## config.mk

```make
export PLATFORM = sky130hd
export DESIGN_NAME = mlp_sram_arbiter
export DESIGN_NICKNAME = d
export VERILOG_FILES = /design/src/rtl/mlp_sram_arbiter.sv
export SDC_FILE = /design/constraint.sdc
export NUM_CORES = 1
export LEC_CHECK = 0
export BUFFER_PORTS_ARGS = -buffer_cell sky130_fd_sc_hd__buf_2
export CORE_AREA = 2 2 80 82
export CTS_CLUSTER_DIAMETER = 120
export DETAILED_ROUTE_END_ITERATION = 6
export DIE_AREA = 0 0 82 84
export GPL_ROUTABILITY_DRIVEN = 0
export PLACE_DENSITY_LB_ADDON = 0.3
export RECOVER_POWER = 50
export SYNTH_ARGS = -nofsm -noshare
export SYNTH_HDL_FRONTEND = slang
export SYNTH_SLANG_ARGS = --single-unit
```

## constraint.sdc

```tcl
create_clock -name clk_i -period 2.2 [get_ports clk_i]
set_clock_uncertainty 0.15 [all_clocks]
set_input_delay 0.11 -clock clk_i [delete_from_list [all_inputs] [get_ports clk_i]]
set_output_delay 0.11 -clock clk_i [all_outputs]
set_load 0.005 [all_outputs]
```

## src/rtl/mlp_sram_arbiter.sv

```systemverilog
// Burst-locked two-requester arbiter in front of the single-port weight SRAM.
// Requester 0 is the init loader, requester 1 is the MLP compute FSM.
//
// owner    | meaning
// ---------+-----------------------------------------------------------
// OWN_NONE | port free; round-robin between valid requesters, zero-cycle grant
// OWN_R0   | loader holds the port until a last beat or watchdog release
// OWN_R1   | compute FSM holds the port until a last beat or watchdog release
module mlp_sram_arbiter #(
  parameter int AW        = 11,
  parameter int DW        = 32,
  parameter int MAX_BURST = 16
) (
  input  logic            clk_i,
  input  logic            rst_ni,
  input  logic [1:0]      req_valid_i,
  output logic [1:0]      req_ready_o,
  input  logic [1:0]      req_we_i,
  input  logic [1:0]      req_last_i,
  input  logic [2*AW-1:0] req_addr_i,
  input  logic [2*DW-1:0] req_wdata_i,
  output logic [1:0]      rsp_valid_o,
  output logic [DW-1:0]   rsp_rdata_o,
  output logic            sram_en_o,
  output logic            sram_we_o,
  output logic [AW-1:0]   sram_addr_o,
  output logic [DW-1:0]   sram_wdata_o,
  input  logic [DW-1:0]   sram_rdata_i
);

  localparam int CW = $clog2(MAX_BURST + 1);

  typedef enum logic [1:0] {
    OWN_NONE = 2'd0,
    OWN_R0   = 2'd1,
    OWN_R1   = 2'd2
  } owner_e;

  owner_e          owner_q, owner_d;
  logic            rr_q, rr_d;
  logic [CW-1:0]   cnt_q, cnt_d;
  logic [1:0]      pend_q, pend_d;

  logic            win;
  logic            grant;
  logic [CW-1:0]   cnt_inc;
  logic            rel;

  always_ff @(posedge clk_i) begin
    if (!rst_ni) begin
      owner_q <= OWN_NONE;
      rr_q    <= 1'b0;
      cnt_q   <= '0;
      pend_q  <= '0;
    end else begin
      owner_q <= owner_d;
      rr_q    <= rr_d;
      cnt_q   <= cnt_d;
      pend_q  <= pend_d;
    end
  end

  // Winner selection and SRAM drive; the accepted beat goes to the macro the same cycle.
  always_comb begin
    win   = 1'b0;
    grant = 1'b0;
    case (owner_q)
      OWN_R0: begin
        win   = 1'b0;
        grant = req_valid_i[0];
      end
      OWN_R1: begin
        win   = 1'b1;
        grant = req_valid_i[1];
      end
      default: begin
        grant = |req_valid_i;
        win   = (req_valid_i == 2'b11) ? rr_q : req_valid_i[1];
      end
    endcase

    req_ready_o  = 2'b00;
    sram_en_o    = 1'b0;
    sram_we_o    = 1'b0;
    sram_addr_o  = '0;
    sram_wdata_o = '0;
    if (grant) begin
      req_ready_o  = win ? 2'b10 : 2'b01;
      sram_en_o    = 1'b1;
      sram_we_o    = req_we_i[win];
      sram_addr_o  = win ? req_addr_i[AW +: AW] : req_addr_i[0 +: AW];
      sram_wdata_o = win ? req_wdata_i[DW +: DW] : req_wdata_i[0 +: DW];
    end
  end

  // Release on a last beat or when the burst hits the watchdog limit.
  always_comb begin
    owner_d = owner_q;
    rr_d    = rr_q;
    cnt_d   = cnt_q;
    pend_d  = 2'b00;
    cnt_inc = cnt_q + 1'b1;
    rel     = req_last_i[win] || (cnt_inc == CW'(MAX_BURST));
    if (grant) begin
      if (!req_we_i[win]) pend_d = win ? 2'b10 : 2'b01;
      if (rel) begin
        owner_d = OWN_NONE;
        cnt_d   = '0;
        rr_d    = ~win;
      end else begin
        owner_d = win ? OWN_R1 : OWN_R0;
        cnt_d   = cnt_inc;
      end
    end
  end

  assign rsp_valid_o = pend_q;
  assign rsp_rdata_o = sram_rdata_i;

endmodule
```

## Word level (Yosys, flattened, before mapping)

Cells that the tools add are included.

| storage, ports and cells | value |
|---|---|
| flip-flop bits (word level) | 10 |
| output and inout port bits | 81 |
| logic and storage cells | 34 |

| cells by class | value |
|---|---|
| $add $sub $neg | 1 |
| magnitude comparators | 1 |
| eq/ne operators | 4 |
| multiplexer cells | 17 |
| bitwise operators | 3 |
| reductions and logical operators | 4 |

Operators with widths:

| kind | number |
|---|---|
| 32-bit two-way mux | 2 |
| 11-bit two-way mux | 2 |
| 1-bit two-way mux | 7 |
| 2-bit two-way mux | 3 |
| 5-bit by 1-bit adder with 5-bit output (second input constant) | 1 |
| 5-bit == test (second input constant) | 1 |
| 5-bit two-way mux | 1 |
| 2-bit == test (second input constant) | 2 |
| 1-bit one-hot mux with 2 select lines | 2 |
| 1-bit inverter | 3 |
| 3-bit OR reduction | 1 |
| 2-bit by 1-bit == test with 1-bit output (second input constant) | 1 |
| 1-bit by 2-bit < comparator with 1-bit output (second input constant) | 1 |
| 2-bit AND reduction | 1 |
| 2-bit OR reduction | 1 |
| 1-bit logical OR | 1 |

## Depth between registers and ports, before layout

Gate-level depths: netlist (run 1).

| logic depth | value |
|---|---|
| depth after elaboration | 7 |
| mapped depth | 9 |
| gate-level depth less buffers | 8 |

## Least setup slack after synthesis (run 1)

OpenSTA, ideal clock, no wires.

| path | value |
|---|---|
| kind | flip-flop to output port |
| start | register owner_q[0] |
| end | output port sram_addr_o[0] |
| arrival | 1.593 ns |
| slack | 0.347 ns |
| stages on the path, launching flop included | 9 |
| buffers on the path | 2 |
| cells stage by stage | dfxtp_1 > inv_1 > ha_1 > nor2b_2 > a31o_1 > buf_4 > buf_2 > nand2_1 > a21oi_1 |

| on the way | value |
|---|---|
| word-level cells in the longest chain between the ends | 4 |
| elaborated cells between the ends (all ways) | 6 |
| those cells by class | eq/ne: 2; mux: 4 |

Ends and longest elaborated chain:

| element | RTL line | source |
|---|---|---|
| from (decl) | 39 | `owner_e owner_q, owner_d;` |
| from (signal assigned) | 56 | `owner_q <= owner_d;` |
| 2-bit == test or 2-bit by 1-bit == test with 1-bit output (tied branches) | 67 | `case (owner_q)` |
| 1-bit one-hot mux with 2 select lines | 67 |  |
| 11-bit two-way mux | 91 | `sram_addr_o = win ? req_addr_i[AW +: AW] : req_addr_i[0 +: AW];` |
| 11-bit two-way mux * | 87 | `if (grant) begin` |
| to (decl) | 26 | `output logic [AW-1:0] sram_addr_o,` |

Mark *: on every way between the ends. The rest lies on a longest branch, timed or not.

## Final worst setup path (run 1)

| path | value |
|---|---|
| start | register owner_q[0] |
| end | output port sram_addr_o[6] |

Same word-level chain as after synthesis.

==> reports/metrics.yaml, run 1 <==
run_status: "finished, final reports clean"
finalHoldViolations: 0
syn_area_um2: 1500
design.core.area_um2: 6100
synth_async_sr_flop_share_pct: 0
initial_core_util_pct: 24.7
report.final.slew_viol_count: 0
worst_setup_path_end_kind: "output pin"
synth_nets: 373
final_area_um2: 2230
max_cap_violations: 0
synth_edf_count: 0
synth-main-ff-cell: "dfxtp_1"
grt_max_degree: 34
yosys.area.top_type: "nand2_1"
wl_met2_um: 2890
cts_tree: "yes"
path_clk_slew_ns: 0.05
synth_top_cell_area_share_pct: 24.0
wl_um: 5700
placed_area_um2: 2040
crit_chain: "inv_1 > ha_4 > nor2b_4 > a31oi_4 > buf_8 > buf_4 > nand2_1 > a21oi_1 > buf_2"
drive_above_1_share_pct: 47.2
wl_met3_um: 534
hp-class: "input port to register"
viasPerCell: 4.55
finalNetCount: 486
ant_nets: 0
p_seq_share_pct: 12.5
post_drt_wl_per_cell_um: 13.2
top_layer_used: "met4"
synth_warnings: 0
seq_area_frac_synth_pct: 13.3
cp_slowest_cell: "dfxtp_2"
critical_path_arrival_ns: 1.82
max_freq_mhz: 481
worstMarginPinSlew_ns: 0.311
power.leakage_nw: 1.21
htreeDepth: 1
slew_headroom_pct: 79.3
drc: 0
crit_buf_inv: 4
power_mw: 1.98
synth.most_common_cell: "nand2_1"
switching_share_pct: 44.4
synth_cell_types: 34
min_period_ns: 2.08
diodes: 0
cts.sinks: 10
powerDensity_nw_per_um2: 887
drt-initial-drc-count: 63
die_w_um: 82
clockRootBuffer: "clkbuf_8"
cp_slowest_stage_delay_ns: 0.33
final-setup-viol-count: 0
wl_met1_um: 2240
path_max_fanout: 8
antenna_found_initial: 0
criticalPathCategory: "register to output pin"
clk_path_buf_depth: 2
area_growth_syn_to_layout_pct: 48.5
grt_pass1_wl_um: 7960
synth_area_per_cell_um2: 6.16
fin_tns_setup_ns: 0
internal-power_mw: 1.10
die_h_um: 84
grt_overflow: 0
grt_pass1_vias: 1761
cpLargestDelayFamily: "buffers and inverters"
cts_buffers: 3
finalCritPeriodShare_pct: 94.5
dieArea_um2: 6890
io_buffers: 142
dp_hpwl_um: 4410
instances_no_fill: 433
p_sw_mw: 0.879
rsz0062_at_grt: "false"
track_usage_pct: 14.3
holdWs_ns: 0.0523
rows: 29
first_pass_iters: 4
worstPathRequired_ns: 1.94
critPathLaunchType: "register"
dp_cells: 421
synthTopCellsByCount: "96 x nand2_1, 46 x a21oi_1, 38 x buf_4"
clkLatencyLatePin_ns: 0.23
routed-via-count: 1971
synthCells: 244
power_frac_comb_pct: 75.9
vdd_drop_max_mv: 0.327
ys_seq_elements: 10
pwr-share-clk_pct: 11.7
ys_top_cells_by_area: "nand2_1 24%, buf_4 19%, a21oi_1 15%"
ios: 207
[metrics by stage]
stage | util (%) | setup WS, ns
floorplan | - | 0.347
global placement | 33.4 | 0.193
detailed placement | 33.4 | 0.137
CTS | 34.9 | 0.00760
global route | 36.6 | 0.0143
finish | 36.6 | 0.120
[per-layer routing]
metal / vias up / global-route usage (%)
met1: 866 / 16.4
met3: 6 / 3.14
met4: 0 / 2.42
met5: - / 0
li1: 994 / -
met2: 105 / 26.8
[cells by family after synthesis]
kind of cell | synth area share, %
and+or+nand+nor | 34.9
AOI/OAI and AO/OA | 22.1
buffers and inverters | 24.4
DFF | 13.3
xor gates and xnor gates | 1.75
adders and majority gates | 2.50
muxes | 0.998
[final timing paths]
kind	start	end	slack (ns)	cells past startpoint
hold reg to reg	cnt_q[4]$_SDFFE_PN0P_	cnt_q[4]$_SDFFE_PN0P_	0.35	2
hold / removal	req_last_i[1]	rr_q$_SDFFE_PN0P_	0.05	3
setup / recovery	owner_q[0]$_SDFFE_PN0P_	sram_addr_o[6]	0.12	9
setup reg to reg	owner_q[0]$_SDFFE_PN0P_	owner_q[1]$_SDFFE_PN0P_	0.21	7
[cell type report]
cell class	instances	area (um^2)
Clock buffer	4	55.1
Multi-Input combinational cell	182	951
Tap cell	77	96.3
Timing Repair Buffer	156	910
Sequential cell	10	201
Inverter	4	20.0
Fill cell	669	3860
[worst register-to-register path, stage by stage, from the launching register on]
cell     delay, ns
dfxtp_2       0.33
inv_1         0.06
ha_4          0.31
nor2b_4       0.06
a31oi_4       0.20
mux2_1        0.39
o21ai_2       0.23
nor3b_1       0.19
[timing repair]
action / 4_1_cts / 5_1_grt
cloned: 0 / 1
gates resized for setup: 5 / 11
setup buffers: 0 / 5
setup endpoints to repair: 44 / 44
pin swaps: 0 / 1
hold endpoints to repair: 2 / 0
hold buffers: 2 / 0
[power groups by stage]
| stage | Clock [mW] | Combinational, mW | Sequential, mW |
|---|---|---|---|
| finish | 0.231 | 1.50 | 0.247 |
| global route | 0.245 | 1.67 | 0.253 |
| CTS | 0.238 | 1.37 | 0.243 |
| detailed placement | 0 | 1.34 | 0.246 |
| global placement | 0 | 1.33 | 0.247 |
| floorplan | 0 | 0.866 | 0.240 |
[cell usage in the layout (no fill, tap or decap), types with 2 or more instances in the layout]
cell type,synthesis,final
a21o_1,2,2
nor2_1,2,2
o21ai_1,2,2
inv_1,3,3
clkbuf_1,1,2
nand2_1,96,96
buf_4,38,4
dlygate4sd3_1,0,2
dfxtp_1,10,9
buf_12,0,5
o21ai_0,3,3
buf_2,7,140
a21oi_1,46,46
ha_1,3,2
xnor2_1,3,3
clkbuf_8,0,4
and3_1,5,5
nor3_1,2,2
[registers in the layout (all words and copies together), names as in the netlist]
| signal | count |
|---|---|
| cnt_q | 5 |
| rsp_valid_o | 2 |
| owner_q | 2 |
| rr_q | 1 |
Note: power is estimated with default switching activity, not from simulation.
==> run 2: changes to the inputs <==
--- a/config.mk
+++ b/config.mk
@@ -11,7 +11,7 @@
 export DETAILED_ROUTE_END_ITERATION = 6
 export DIE_AREA = 0 0 82 84
 export GPL_ROUTABILITY_DRIVEN = 0
-export PLACE_DENSITY_LB_ADDON = 0.3
+export PLACE_DENSITY = 0.69
 export RECOVER_POWER = 50
 export SYNTH_ARGS = -nofsm -noshare
 export SYNTH_HDL_FRONTEND = slang
==> run 2 against run 1 <==
  * Clock power shrank 19%
  * Critical path depth unchanged
  * Hold slack better by 0.0031 ns
  * Combinational power barely moved
  * Wire length increased by 0.40%
  * Sequential cell count unchanged
  * Utilization is 0.68 points lower
==> reports/metrics.yaml, run 2 (same netlist as run 1, synthesis figures left out) <==
clk_path_buf_depth: 2  # unchanged
grt_overflow: 0  # unchanged
cts.sinks: 10  # unchanged
internal-power_mw: 1.03  # -6.6%
rows: 29  # unchanged
regMostFlops: "cnt_q"
finalNetCount: 483  # -0.62%
clkLatencyLatePin_ns: 0.23  # about the same
area_growth_syn_to_layout_pct: 45.8
worstPathRequired_ns: 1.94  # about the same
final_cell_mix: "139 x buf_2, 96 x nand2_1, 46 x a21oi_1"
clockRootBuffer: "clkbuf_8"
design.core.area_um2: 6100  # unchanged
path_clk_slew_ns: 0.05  # about the same
fin_tns_setup_ns: 0  # unchanged
finalHoldViolations: 0  # unchanged
reg2reg_to: "owner_q[1]$_SDFFE_PN0P_"
powerDensity_nw_per_um2: 868  # -2.1%
routed-via-count: 1950  # -1.1%
rsz0062_at_grt: "false"
first_pass_iters: 4  # unchanged
holdPathEnd: "rr_q$_SDFFE_PN0P_"
rr_worst_depth: 8  # +1
crit_chain: "inv_1 > ha_4 > nor2b_4 > a31oi_4 > buf_6 > clkbuf_16 > nand2_1 > a21oi_1 > buf_2"
pre_cts_ws_ns: 0.116  # -0.0208 ns
grt_pass1_wl_um: 8340  # +4.7%
drive_above_1_share_pct: 46.9  # -0.32 points
regArea_um2: 201  # unchanged
final-setup-viol-count: 0  # unchanged
wl_um: 5730  # +0.40%
slew_headroom_pct: 80.8  # +1.6 points
vdd_drop_max_mv: 0.266  # -19%
fin_util_pct: 36.0  # -0.68 points
fillers: 678  # +1.3%
ant_nets: 0  # unchanged
power_frac_comb_pct: 77.1  # +1.2 points
diodes: 0  # unchanged
switching_share_pct: 45.9  # +1.6 points
cts_buffers: 3  # unchanged
p_sw_mw: 0.874  # -0.49%
antenna_found_initial: 0  # unchanged
grt_max_degree: 32  # -5.9%
finalCritPeriodShare_pct: 94.5  # about the same
ios: 207  # unchanged
cpLargestDelayFamily: "buffers and inverters"
critPathLaunchType: "register"
fin_ws_ns: 0.120  # -0.0000950 ns
die_h_um: 84  # unchanged
worstMarginPinSlew_ns: 0.287  # -0.0234 ns
mostFrequentLayoutCell: "buf_2"
hold_depth: 3  # unchanged
report.final.slew_viol_count: 0  # unchanged
crit_buf_inv: 4  # unchanged
dp_hpwl_um: 4400  # -0.17%
track_usage_pct: 15.2  # +0.88 points
largest_reg_flops: 5  # unchanged
min_period_ns: 2.08  # +0.0000950 ns
path_max_fanout: 11  # +3
max_cap_violations: 0  # unchanged
drc: 0  # unchanged
io_buffers: 142  # unchanged
die_w_um: 82  # unchanged
cp_slowest_cell: "dfxtp_2"
dieArea_um2: 6890  # unchanged
hp-start: "req_last_i[1]"
viasPerCell: 4.55  # -0.14%
hp-class: "input port to register"
htreeDepth: 1  # unchanged
multi_input_area_um2: 961  # +1.1%
run_status: "finished, final reports clean"
power.leakage_nw: 1.19  # -1.6%
p_seq_share_pct: 13.0  # +0.5 points
setup.worst_path.start: "owner_q[0]$_SDFFE_PN0P_"
grt_pass1_vias: 1821  # +3.4%
post_drt_wl_per_cell_um: 13.3  # +1.3%
r2r_start: "owner_q[0]$_SDFFE_PN0P_"
cts_tree: "yes"
cp_slowest_stage_delay_ns: 0.33  # about the same
pwr-share-clk_pct: 9.9  # -1.8 points
criticalPathCategory: "register to output pin"
worst_setup_path_end_kind: "output pin"
initial_core_util_pct: 24.7  # unchanged
drt-initial-drc-count: 27  # -57%
critical_path_arrival_ns: 1.82  # about the same
max_freq_mhz: 481  # about the same
r2r_slack_ns: 0.16  # -0.05 ns
[run 2: worst reg2reg max path: stages, from the launching register on]
cell and delay (ns):
dfxtp_2 0.33, inv_1 0.07, ha_4 0.32, nor2b_4 0.06
a31oi_4 0.20, buf_4 0.16, mux2_4 0.30, o21ai_2 0.20
nor3b_2 0.19
[run 2: final cells by class]
class / instances / share of cell area [%]
flip-flops and latches: 10 / 9.19
repair buffers: 153 / 40.0
clock buffers: 3 / 1.88
multi-input cells: 182 / 43.8
inverters: 4 / 0.685
well taps: 77 / 4.39
[run 2: what timing repair did]
action                     in CTS  in global routing
setup buffers                   2                  0
setup endpoints to repair      44                 44
pin swaps                       0                  1
hold endpoints to repair        2                  0
gates cloned                    1                  1
gates resized for setup         5                  5
hold buffers                    2                  0
[run 2: how the worst max path moves through the flow]
stage	to	slack [ns]	depth (start not counted)
global route	sram_wdata_o[7]	0.01	9
finish	sram_wdata_o[5]	0.12	9
detailed placement	sram_addr_o[3]	0.12	8
floorplan	sram_addr_o[0]	0.35	8
global placement	owner_q[1]$_SDFFE_PN0P_	0.21	7
CTS	sram_wdata_o[31]	0.05	8
[run 2: power by group through the flow]
stage | registers (mW) | clock network (mW) | logic [mW]
after floorplan | 0.240 | 0 | 0.866
after global placement | 0.246 | 0 | 1.33
after detailed placement | 0.247 | 0 | 1.35
after CTS | 0.246 | 0.193 | 1.46
after global routing | 0.254 | 0.201 | 1.63
final | 0.248 | 0.188 | 1.47
[run 2: metal layers]
metal / vias to the layer above / routed length (um) / GRT usage, % / part of all wire [%]
li1: 985 / - / - / -
met1: 863 / 2100 / 16.6 / 37
met2: 97 / 3000 / 28.3 / 52
met3: 5 / 566 / 3.90 / 9.9
met4: 0 / 63 / 3.79 / 1.1
met5: - / 0 / 0 / 0
[run 2: stage by stage]
stage               std cells  power (mW)  area, um^2  hold slack [ns]
finish                    429        1.90        2190           0.0554
global route              429        2.09        2190           0.0700
floorplan                 244        1.11        1500           0.0314
CTS                       428        1.90        2160           0.0558
detailed placement        420        1.60        2040           0.0700
global placement          420        1.57        2040           0.0700
==> run 3: changes to the inputs <==
--- a/config.mk
+++ b/config.mk
@@ -6,12 +6,15 @@
 export NUM_CORES = 1
 export LEC_CHECK = 0
 export BUFFER_PORTS_ARGS = -buffer_cell sky130_fd_sc_hd__buf_2
-export CORE_AREA = 2 2 80 82
+export CELL_PAD_IN_SITES_DETAIL_PLACEMENT = 1
+export CELL_PAD_IN_SITES_GLOBAL_PLACEMENT = 1
+export CORE_MARGIN = 2
+export CORE_UTILIZATION = 18
+export CTS_BUF_LIST = sky130_fd_sc_hd__clkbuf_4
 export CTS_CLUSTER_DIAMETER = 120
 export DETAILED_ROUTE_END_ITERATION = 6
-export DIE_AREA = 0 0 82 84
 export GPL_ROUTABILITY_DRIVEN = 0
-export PLACE_DENSITY = 0.69
+export PLACE_DENSITY = 0.83
 export RECOVER_POWER = 50
 export SYNTH_ARGS = -nofsm -noshare
 export SYNTH_HDL_FRONTEND = slang
==> run 3 against run 2 <==
  * Die area is 32% higher
  * Sequential cell count stayed put
  * Global-route usage is 1.8 points lower
  * Critical path type unchanged
  * Highest routed layer unchanged
==> reports/metrics.yaml, run 3 (same netlist as run 1, synthesis figures left out) <==
rr_worst_depth: 9  # +1
worstPathRequired_ns: 1.94  # about the same
track_usage_pct: 13.4  # -1.8 points
power_mw: 2.02  # +6.2%
cts_buffers: 3  # unchanged
dp_cells: 450  # +7.1%
report.final.slew_viol_count: 0  # unchanged
worst-path-stages: 9  # unchanged
rsz0062_at_grt: "true"
path_max_fanout: 14  # +3
io_buffers: 142  # unchanged
viasPerCell: 4.44  # -2.3%
finalNetCount: 491  # +1.7%
fillers: 1079  # +59%
cp-endpoint: "sram_wdata_o[7]"
final_area_um2: 2320  # +5.8%
hp-class: "input port to register"
cpMostUsedCell: "buf_12"
grt_pass1_wl_um: 9490  # +14%
post_drt_wl_per_cell_um: 14.8  # +11%
crit_buf_inv: 4  # unchanged
r2r_slack_ns: 0.12  # -0.04 ns
initial_core_util_pct: 18.4  # -6.3 points
fin_ws_ns: 0.109  # -0.0110 ns
drc: 0  # unchanged
area_growth_syn_to_layout_pct: 54.2
slew_headroom_pct: 72.8  # -8.0 points
worst_setup_path_end_kind: "output pin"
cp_slowest_cell: "dfxtp_2"
cts_tree: "yes"
fin_tns_setup_ns: 0  # unchanged
path_clk_slew_ns: 0.07  # +0.02 ns
fin_util_pct: 28.4  # -7.6 points
reg2reg_to: "owner_q[1]$_SDFFE_PN0P_"
multi_input_area_um2: 980  # +2.0%
die_h_um: 95.4  # +14%
ios: 207  # unchanged
min_period_ns: 2.09  # +0.0110 ns
cpLargestDelayFamily: "buffers and inverters"
regArea_um2: 203  # +0.62%
max_cap_violations: 0  # unchanged
instances_no_fill: 466  # +8.6%
pre_cts_ws_ns: 0.0742  # -0.0417 ns
routed-via-count: 2070  # +6.2%
dp_hpwl_um: 5360  # +22%
criticalPathCategory: "register to output pin"
design.core.area_um2: 8180  # +34%
run_status: "finished, final reports clean"
die_w_um: 95.4  # +16%
vdd_drop_max_mv: 0.181  # -32%
final_cell_mix: "140 x buf_2, 95 x nand2_1, 42 x a21oi_1"
clkLatencyLatePin_ns: 0.26  # +0.03 ns
mostFrequentLayoutCell: "buf_2"
htreeDepth: 1  # unchanged
max_freq_mhz: 478  # -0.52%
worstMarginPinSlew_ns: 0.407  # +0.120 ns
powerDensity_nw_per_um2: 872  # +0.38%
diodes: 0  # unchanged
critPathLaunchType: "register"
clockRootBuffer: "clkbuf_4"
finalCritPeriodShare_pct: 95.0  # +0.50 points
power.leakage_nw: 1.24  # +4.4%
r2r_start: "owner_q[0]$_SDFFE_PN0P_"
wl_um: 6910  # +21%
cp_slowest_stage_delay_ns: 0.34  # about the same
finalHoldViolations: 0  # unchanged
final-setup-viol-count: 0  # unchanged
antenna_found_initial: 0  # unchanged
cts.sinks: 10  # unchanged
largest_reg_flops: 5  # unchanged
clk_path_buf_depth: 2  # unchanged
dieArea_um2: 9100  # +32%
holdWs_ns: 0.0405  # -0.0148 ns
regMostFlops: "cnt_q"
grt_overflow: 0  # unchanged
rows: 33  # +14%
drive_above_1_share_pct: 50.1  # +3.3 points
grt_pass1_vias: 1885  # +3.5%
placed_area_um2: 2080  # +1.8%
critical_path_arrival_ns: 1.83  # about the same
first_pass_iters: 4  # unchanged
grt_max_degree: 24  # -25%
crit_chain: "inv_2 > ha_4 > nor2b_2 > a31oi_4 > buf_12 > buf_12 > nand2_1 > a21oi_1 > buf_2"
setup.worst_path.start: "owner_q[0]$_SDFFE_PN0P_"
hp-start: "rst_ni"
ant_nets: 0  # unchanged
drt-initial-drc-count: 57  # +110%
==> run 3: cell types whose count changed in the layout (fill, tap and decap cells not counted), moves of 2 or more <==
cell      previous run  this run
buf_12               3         5
clkbuf_8             3         0
clkbuf_4             0         3
buf_4                2         8
inv_1                4         2
a21oi_1             46        42
a21oi_2              0         4
==> run 3: repair_timing <==
item                                    CTS  global route
hold buffers                              2             0
buffers inserted                          3             6
gates cloned                              2             0
pin swaps                                 0             2
resized for setup                        12             9
hold endpoints to repair                  2             0
endpoints found under the setup margin   44            50
==> run 3: worst min path at each step <==
stage,cells past startpoint,slack (ns),to
floorplan,1,0.03,rsp_valid_o[0]$_SDFF_PP0_
CTS,2,0.03,cnt_q[4]$_SDFFE_PN0P_
global route,2,0.03,cnt_q[4]$_SDFFE_PN0P_
finish,2,0.04,cnt_q[4]$_SDFFE_PN0P_
global placement,0,0.07,rsp_rdata_o[0]
detailed placement,0,0.07,rsp_rdata_o[0]
==> run 3: layout make-up <==
type	count	area share, %
Inverter	4	0.863
Multi-Input combinational cell	182	42.3
Timing Repair Buffer	161	41.3
Clock inverter	1	0.162
Tap cell	105	5.67
Clock buffer	3	0.971
Sequential cell	10	8.74
==> run 3: power breakdown <==
group          total [mW]  switching [mW]  internal, mW  leakage [nW]
Sequential          0.250          0.0363         0.214        0.0824
Clock               0.129          0.0634        0.0655        0.0154
Combinational        1.64           0.835         0.807          1.14
Total                2.02           0.935          1.09          1.24
==> run 3: per-layer routing <==
| metal | global-route usage, % | up-vias | wire length [um] |
|---|---|---|---|
| li1 | - | 1006 | - |
| met2 | 27.1 | 105 | 3710 |
| met3 | 3.24 | 2 | 621 |
| met5 | 0 | - | 0 |
| met1 | 14.1 | 957 | 2560 |
| met4 | 2.14 | 0 | 14 |
